File: config.mk
export PLATFORM = sky130hd
export DESIGN_NAME = aes_128_keyram_ctrl
export DESIGN_NICKNAME = d
export VERILOG_FILES = /design/src/rtl/aes_128_keyram_pkg.sv /design/src/rtl/aes_128_keyram_wr_seq.sv /design/src/rtl/aes_128_keyram_ctrl.sv
export SDC_FILE = /design/constraint.sdc
export NUM_CORES = 1
export LEC_CHECK = 0
export ABC_AREA = 1
export CORE_UTILIZATION = 33
export CTS_BUF_LIST = sky130_fd_sc_hd__clkbuf_8
export DETAILED_ROUTE_END_ITERATION = 10
export PLACE_DENSITY_LB_ADDON = 0.12
export SLEW_MARGIN = 20
export SYNTH_ARGS = -nofsm -noshare
export SYNTH_HDL_FRONTEND = slang
export SYNTH_SLANG_ARGS = --single-unit
File: constraint.sdc
create_clock -name clk -period 1.7 [get_ports clk]
set_input_delay 0.34 -clock clk [delete_from_list [all_inputs] [get_ports clk]]
set_output_delay 0.34 -clock clk [all_outputs]
set_load 0.05 [all_outputs]
File: src/rtl/aes_128_keyram_pkg.sv
// Shared constants and load-FSM encoding for the AES-128 double-buffered round-key RAM controller.
package aes_128_keyram_pkg;

  localparam int NUM_WORDS  = 22;
  localparam int NUM_ROUNDS = 11;
  localparam int WR_CNT_W   = 5;
  localparam int RND_CNT_W  = 4;

  typedef enum logic [1:0] {
    L_IDLE  = 2'd0,
    L_START = 2'd1,
    L_FILL  = 2'd2,
    L_PEND  = 2'd3
  } load_state_e;

endpackage

File: src/rtl/aes_128_keyram_wr_seq.sv
// Load sequencer: starts key expansion, streams expanded words into the shadow buffer, then waits for a switch slot.
module aes_128_keyram_wr_seq
  import aes_128_keyram_pkg::load_state_e, aes_128_keyram_pkg::L_IDLE, aes_128_keyram_pkg::L_START,
         aes_128_keyram_pkg::L_FILL, aes_128_keyram_pkg::L_PEND, aes_128_keyram_pkg::WR_CNT_W;
#(
  parameter int NUM_WORDS = aes_128_keyram_pkg::NUM_WORDS
) (
  input  logic        clk,
  input  logic        kill_n,
  input  logic        key_load_req,
  input  logic        load_ack,
  input  logic        exp_valid,
  input  logic [63:0] exp_data,
  input  logic        switch_fire,
  output logic        exp_start,
  output logic        en_wr,
  output logic [63:0] key_round_wr,
  output logic [1:0]  load_state,
  output logic        busy
);

  load_state_e         state;
  logic [WR_CNT_W-1:0] wr_cnt;
  logic                last_word;

  assign last_word  = (wr_cnt == WR_CNT_W'(NUM_WORDS - 1));
  assign load_state = state;

  always_ff @(posedge clk or negedge kill_n) begin
    if (!kill_n) begin
      state        <= L_IDLE;
      wr_cnt       <= '0;
      exp_start    <= 1'b0;
      en_wr        <= 1'b0;
      key_round_wr <= '0;
      busy         <= 1'b0;
    end else begin
      // NOTE: pulse outputs default low every cycle with non-blocking assignments; the case only raises them.
      exp_start <= 1'b0;
      en_wr     <= 1'b0;
      case (state)
        L_IDLE: begin
          // The host still holds its request in the ack cycle; that is the finished load, not a new one.
          if (key_load_req && !load_ack) begin
            state     <= L_START;
            exp_start <= 1'b1;
            busy      <= 1'b1;
          end
        end
        L_START: state <= L_FILL;
        L_FILL: begin
          if (exp_valid) begin
            en_wr        <= 1'b1;
            key_round_wr <= exp_data;
            wr_cnt       <= last_word ? '0 : wr_cnt + 1'b1;
            if (last_word) state <= L_PEND;
          end
        end
        L_PEND: begin
          if (switch_fire) begin
            state <= L_IDLE;
            busy  <= 1'b0;
          end
        end
        default: state <= L_IDLE;
      endcase
    end
  end

endmodule

File: src/rtl/aes_128_keyram_ctrl.sv
// AES-128 key RAM controller: block grant/switch arbitration and round pacing around the load sequencer.
// Define AES_KEYRAM_CTRL_ERR_EN to add the sticky protocol-violation output err[2:0].
module aes_128_keyram_ctrl
  import aes_128_keyram_pkg::L_FILL, aes_128_keyram_pkg::L_PEND, aes_128_keyram_pkg::RND_CNT_W;
#(
  parameter int NUM_WORDS  = aes_128_keyram_pkg::NUM_WORDS,
  parameter int NUM_ROUNDS = aes_128_keyram_pkg::NUM_ROUNDS
) (
  input  logic        clk,
  input  logic        kill_n,
  input  logic        key_load_req,
  output logic        key_load_ack,
  output logic        exp_start,
  input  logic        exp_valid,
  input  logic [63:0] exp_data,
  input  logic        blk_req,
  output logic        blk_gnt,
  input  logic        round_req,
  output logic        en_wr,
  output logic [63:0] key_round_wr,
  output logic        key_ready,
  output logic        switch_key,
  input  logic        key_idx,
  output logic        key_valid,
  output logic        busy
`ifdef AES_KEYRAM_CTRL_ERR_EN
  ,
  output logic [2:0]  err
`endif
);

  logic [1:0]           load_state;
  logic                 load_pend;
  logic                 blk_act;
  logic [RND_CNT_W-1:0] rnd_cnt;
  logic                 switch_slot;
  logic                 grant_ok;
  logic                 round_ok;
  logic                 key_idx_unused;

  // The active buffer index is informational only; swaps are tracked by key_valid.
  assign key_idx_unused = key_idx;

  // A pending switch blocks new grants, so a waiting key always wins the next block boundary.
  assign load_pend   = (load_state == L_PEND);
  assign switch_slot = load_pend && !blk_act && !blk_gnt;
  assign grant_ok    = blk_req && key_valid && !blk_act && !blk_gnt && !load_pend;
  assign round_ok    = round_req && blk_act && (rnd_cnt < RND_CNT_W'(NUM_ROUNDS));

  aes_128_keyram_wr_seq #(
    .NUM_WORDS(NUM_WORDS)
  ) u_wr_seq (
    .clk         (clk),
    .kill_n      (kill_n),
    .key_load_req(key_load_req),
    .load_ack    (key_load_ack),
    .exp_valid   (exp_valid),
    .exp_data    (exp_data),
    .switch_fire (switch_slot),
    .exp_start   (exp_start),
    .en_wr       (en_wr),
    .key_round_wr(key_round_wr),
    .load_state  (load_state),
    .busy        (busy)
  );

  always_ff @(posedge clk or negedge kill_n) begin
    if (!kill_n) begin
      blk_gnt      <= 1'b0;
      blk_act      <= 1'b0;
      rnd_cnt      <= '0;
      key_ready    <= 1'b0;
      switch_key   <= 1'b0;
      key_load_ack <= 1'b0;
      key_valid    <= 1'b0;
    end else begin
      blk_gnt      <= grant_ok;
      key_ready    <= round_ok;
      switch_key   <= switch_slot;
      key_load_ack <= switch_slot;
      if (switch_slot) key_valid <= 1'b1;

      if (grant_ok)      rnd_cnt <= '0;
      else if (round_ok) rnd_cnt <= rnd_cnt + 1'b1;

      // The block ends in the cycle the final key_ready is out, freeing the next cycle for a switch.
      if (blk_gnt)
        blk_act <= 1'b1;
      else if (blk_act && rnd_cnt == RND_CNT_W'(NUM_ROUNDS))
        blk_act <= 1'b0;
    end
  end

`ifdef AES_KEYRAM_CTRL_ERR_EN
  logic load_req_q;

  // A load request counts as a violation only when it newly rises while a load is already running.
  always_ff @(posedge clk or negedge kill_n) begin
    if (!kill_n) begin
      err        <= 3'b000;
      load_req_q <= 1'b0;
    end else begin
      load_req_q <= key_load_req;
      if (round_req && !round_ok)                 err[0] <= 1'b1;
      if (exp_valid && load_state != L_FILL)      err[1] <= 1'b1;
      if (key_load_req && !load_req_q && busy)    err[2] <= 1'b1;
    end
  end
`endif

endmodule

# After elaboration in Yosys (flattened, before gate mapping)

Index checks and enable logic that the tools add are counted.

Flip-flop bits (word level): 83
Logic and storage cells: 62
Input bits: 71
Output and inout bits: 72

Add/subtract/negate cells: 2
Magnitude comparators: 1
Reduce and logical (&&, ||, !) cells: 21
Equal/unequal tests: 9
Muxes and demuxes: 17

Operator list:

| kind                                                   | count |
|---|---|
| logical AND 1 bit                                      | 10 |
| two-way mux 1 bit                                      | 8 |
| two-way mux 2 bit                                      | 4 |
| two-way mux 4 bit                                      | 2 |
| one-hot mux 2 bit (4 select lines)                     | 1 |
| inequality test 2 x 1 -> 1 bit (second input constant) | 3 |
| nonzero test 2 bit                                     | 3 |
| adder 5 x 1 -> 5 bit (second input constant)           | 1 |
| == test 5 bit (second input constant)                  | 1 |
| two-way mux 5 bit                                      | 1 |
| adder 4 x 1 -> 4 bit (second input constant)           | 1 |
| == test 2 bit (second input constant)                  | 2 |
| == test 4 bit (second input constant)                  | 1 |
| logical NOT 1 bit                                      | 4 |
| less-than comparator 4 bit (second input constant)     | 1 |
| AND reduction 4 bit                                    | 1 |
| AND reduction 3 bit                                    | 1 |
| == test 2 x 1 -> 1 bit (second input constant)         | 1 |
| logical NOT 2 bit                                      | 1 |
| inequality test 2 bit (second input constant)          | 1 |
| one-hot mux 1 bit (2 select lines)                     | 1 |
| AND reduction 2 bit                                    | 1 |

# Depth between registers and ports, before layout

Word-level depth: 5
Depth in mapped cells: 9
Mapped depth without buffers: 9

# Cells and area by module

Synthesis repeated with hierarchy kept, for this count alone.

Cell total of the unflattened synthesis: 381
Area total of the unflattened synthesis: 3362.0 µm²

By module, submodules not included:

| module                | area an instance (µm²) | cells an instance | sequential area each (µm²) | instances |
|---|---|---|---|---|
| aes_128_keyram_wr_seq | 2955.3                 | 336               | 1851.8                     | 1 |
| aes_128_keyram_ctrl   | 406.6                  | 45                | 225.2                      | 1 |

# Worst setup path before layout

No wires, ideal clock.

Path type: flip-flop to flip-flop
Start: register blk_gnt
End: register u_wr_seq.state[1], in the netlist u_wr_seq.load_state[1]
Setup slack: 426 ps
Path buffers: 0
Arrival: 1158 ps
Stages on the path, launching flop included: 7
Period minus slack after synthesis: 1274 ps
Required time: 1583 ps
Library setup time: 117 ps
Cell sequence: dfrtp_1 nor2_2 nor2_1 nor2_1 nand2_1 nand2_1 nand2_1

Word-level cells in the longest chain between the ends: 4

Ends and longest elaborated chain:

| what                                            | RTL line                    | RTL |
|---|---|---|
| start: declaration                              | aes_128_keyram_ctrl.sv:17   | `output logic blk_gnt,` |
| start signal: assignment                        | aes_128_keyram_ctrl.sv:77   | `blk_gnt <= grant_ok;` |
| logical NOT 1 bit                               | aes_128_keyram_ctrl.sv:46   | `assign switch_slot = load_pend && !blk_act && !blk_gnt;` |
| logical AND 1 bit                               | aes_128_keyram_ctrl.sv:46   |  |
| inequality test 2 x 1 -> 1 bit (no source line) | --                          |  |
| AND reduction 4 bit (no source line)            | --                          |  |
| end signal: assignment                          | aes_128_keyram_wr_seq.sv:56 | `if (last_word) state <= L_PEND;` |
| end signal: assignment                          | aes_128_keyram_wr_seq.sv:61 | `state <= L_IDLE;` |
| end signal: assignment                          | aes_128_keyram_wr_seq.sv:65 | `default: state <= L_IDLE;` |
| end: declaration                                | aes_128_keyram_wr_seq.sv:22 | `load_state_e state;` |

No other way between the ends.
A chain may end at the register's enable or synchronous reset.

# Final worst setup path

Start: register u_wr_seq.state[0], in the netlist u_wr_seq.load_state[0]
End: register u_wr_seq.wr_cnt[1]

Word-level cells in the longest chain between the ends: 2

Ends and longest elaborated chain:

| what                                 | RTL line                    | RTL |
|---|---|---|
| start signal: assignment             | aes_128_keyram_wr_seq.sv:31 | `state <= L_IDLE;` |
| start signal: assignment             | aes_128_keyram_wr_seq.sv:45 | `state <= L_START;` |
| start signal: assignment             | aes_128_keyram_wr_seq.sv:50 | `L_START: state <= L_FILL;` |
| == test 2 bit                        | aes_128_keyram_wr_seq.sv:41 | `case (state)` |
| AND reduction 2 bit (no source line) | --                          |  |
| end signal: assignment               | aes_128_keyram_wr_seq.sv:55 | `wr_cnt <= last_word ? '0 : wr_cnt + 1'b1;` |
| end: declaration                     | aes_128_keyram_wr_seq.sv:23 | `logic [WR_CNT_W-1:0] wr_cnt;` |

No other way between the ends.

==> flow_summary.yaml <==
grt:
  grt_pass1_wl_um: 12600
  grt_antenna_before_repair: 0
  grt_pass1_vias: 2702
  grt_usage_pct: 15.5
  grt_max_degree: 45
  grt.overflow.total: 0
yosys:
  synth.most_common_cell: "nand2_1"
  syn_inst: 378
  synth_nets: 455
  syn_avg_cell_area_um2: 8.80
  synth_largest_area_cell: "dfrtp_1"
  ys_seq_elements: 83
  synth_top_area_share_pct: 62.4
  synth_edf_count: 0
  yosys-top-cells-area: "dfrtp_1, nand2_1, ha_1"
  async_flop_share_pct: 100
  yosysWarnings: 0
  syn_area_mm2: 0.00333
  synth_cell_type_count: 23
  synth_common_cells: "nand2_1, dfrtp_1, inv_1"
  synth_flop_cell: "dfrtp_1"
  synth-seq-area-share_pct: 62.4
power_and_ir_drop:
  leakage_nw: 2.68
  total_power_mw: 11.1
  vdd_drop_max_mv: 0.832
  power_density_mw_per_mm2: 2210
die:
  start_util_pct: 34.1
  die_w_um: 102
  die_area_mm2: 0.0105
  num_rows: 36
  fp.dieH_um: 102
  io_pins: 143
  core_mm2: 0.00977
sta:
  report.final.setup_viol: 0
  timing.hold.ws_ns: 0.379
  grt_setup_unrepaired: "no"
  max_freq_mhz: 685
  skew_ns: 0.0119
  worstMarginPinSlew_ns: 0.233
  fin_setup_tns_ns: 0
  maxSlewHeadroom_pct: 84.5
  fin_crit_sh_pct: 85.9
  fin_crit_ns: 1.46
  slew_viol_final: 0
  hold_viol: 0
layout:
  nets: 602
  utilization_pct: 51.4
  final_cells: 663
  area_delta_synth_final_pct: 50.9
  drive_gt1_share_pct: 19.2
  n_fill_cell: 928
  antenna_cells: 0
cts:
  cts_root_buffer: "clkbuf_8"
  cts_buffer_depth: 2
  cts_inserted_buffers: 9
  cts.sinks: 83
  htree_levels: 3
  cts_tree: "built"
  ctsResizeCount: 0
  clk_latency_ns: 0.34
  clk_pin_slew_ns: 0.09
drt:
  ant_nets: 0
  dr.pass1.iters: 6
  avgViaCountPerCell: 4.27
  routed_wl_um: 7970
  wl_per_cell_um: 12.0
  drt_iter0_markers: 117
  vias: 2829
  drcViolationCount: 0
placed_design:
  numPlacedInstances: 646
  dp_hpwl_um: 5590
  port_buffers: 141
  gp_congestion: 0.795
flow_run:
  cap_violations: 0
setup_path:
  start_kind: "flop"
  end_kind: "flop"
  critPathRequiredTime_ns: 1.92
  cp_data_arrival_time_ns: 1.68
  cp_max_fo: 15
  path_class: "flop to flop"
hold_path:
  hold_class: "primary input to async pin"
outcome:
  status: "finished clean"
-- layout by cell type, fill, tap and decap left out --
cell type and n:
nor2_2 1, clkinv_4 2, clkdlybuf4s50_1 68, a21oi_2 1, xnor2_1 1, o21ai_0 3, clkbuf_8 9, a21oi_1 3
nand4_1 3, nand2_2 1, o21ai_1 1, buf_12 4, nand2_1 217, bufinv_16 4, a31oi_1 1, nor3_1 1
nand3_1 8, dlygate4sd3_1 1, dfrtp_1 83, inv_1 18, buf_4 78, xor2_1 1, nor2_1 12, inv_2 1
or2_2 1, o22ai_1 1, ha_1 6
-- worst max-delay path, stage by stage (launching register included) --
cell and delay (ns):
dfrtp_1 0.41, inv_1 0.10, ha_1 0.20, nand2_2 0.11, inv_2 0.18, buf_4 0.25
o22ai_1 0.10
-- through the flow --
step                area (µm²)  setup slack [ns]
floorplan                 3330             0.426
global placement          4750             0.116
detailed placement        4750            0.0916
CTS                       5020             0.224
global route              5020             0.129
finish                    5020             0.240
-- power breakdown --
group | total, mW | internal [mW] | switching (mW) | leakage [nW]
logic | 5.84 | 1.78 | 4.07 | 1.50
registers | 3.39 | 2.86 | 0.532 | 1.04
clock network | 1.86 | 1.13 | 0.730 | 0.135
-- worst paths after layout --
check | start | endpoint | slack, ns | cells after the start
hold / removal | kill_n | u_wr_seq.key_round_wr[46]$_DFFE_PN0P_ | 0.38 | 2
max in group asynchronous | kill_n | key_ready$_DFF_PN0_ | 0.85 | 3
min in group clk | u_wr_seq.key_round_wr[28]$_DFFE_PN0P_ | u_wr_seq.key_round_wr[28]$_DFFE_PN0P_ | 0.48 | 2
setup reg to reg | u_wr_seq.load_state[0]$_DFFE_PN0P_ | u_wr_seq.wr_cnt[1]$_DFFE_PN0P_ | 0.24 | 6
setup / recovery | u_wr_seq.load_state[0]$_DFFE_PN0P_ | u_wr_seq.wr_cnt[1]$_DFFE_PN0P_ | 0.24 | 6
hold reg to reg | u_wr_seq.key_round_wr[28]$_DFFE_PN0P_ | u_wr_seq.key_round_wr[28]$_DFFE_PN0P_ | 0.48 | 2
-- area by class of cell --
class,instances,area (µm²),share of cell area [%]
tap,133,166,3.31
multi-input combinational,262,1090,21.7
sequential,83,2080,41.3
clock inverter,7,141,2.81
clock buffer,9,124,2.47
inverter,18,67.6,1.34
timing repair buffer,151,1360,27.0
-- registers in the layout, indices dropped and copies added (netlist names) --
signal and flops:
key_valid 1, u_wr_seq.exp_start 1, blk_gnt 1, switch_key 1, u_wr_seq.key_round_wr 64, key_ready 1, u_wr_seq.load_state 2, rnd_cnt 4
u_wr_seq.wr_cnt 5, blk_act 1, u_wr_seq.en_wr 1, u_wr_seq.busy 1
-- kinds of logic after synthesis --
group	Yosys count	share of synthesized area, %
and+or+nand+nor	244	28.3
xor gates and xnor gates	2	0.526
buffers and inverters	33	4.81
DFF	83	62.4
AOI/OAI and AO/OA	10	1.69
adders and majority gates	6	2.26
-- what timing repair did --
| action | in CTS | in global routing |
|---|---|---|
| hold buffers | 1 | 0 |
| setup buffers | 0 | 0 |
| endpoints found under the hold margin | 9 | 0 |
-- per-layer routing --
layer,GRT usage (%),vias to the layer above,share of wire (%)
met2,25.1,95,46
met5,0,-,0
met3,4.04,9,7.0
met4,5.38,0,1.0
met1,20.0,1291,46
li1,-,1434,-
Power figures use the tool's default switching activity.
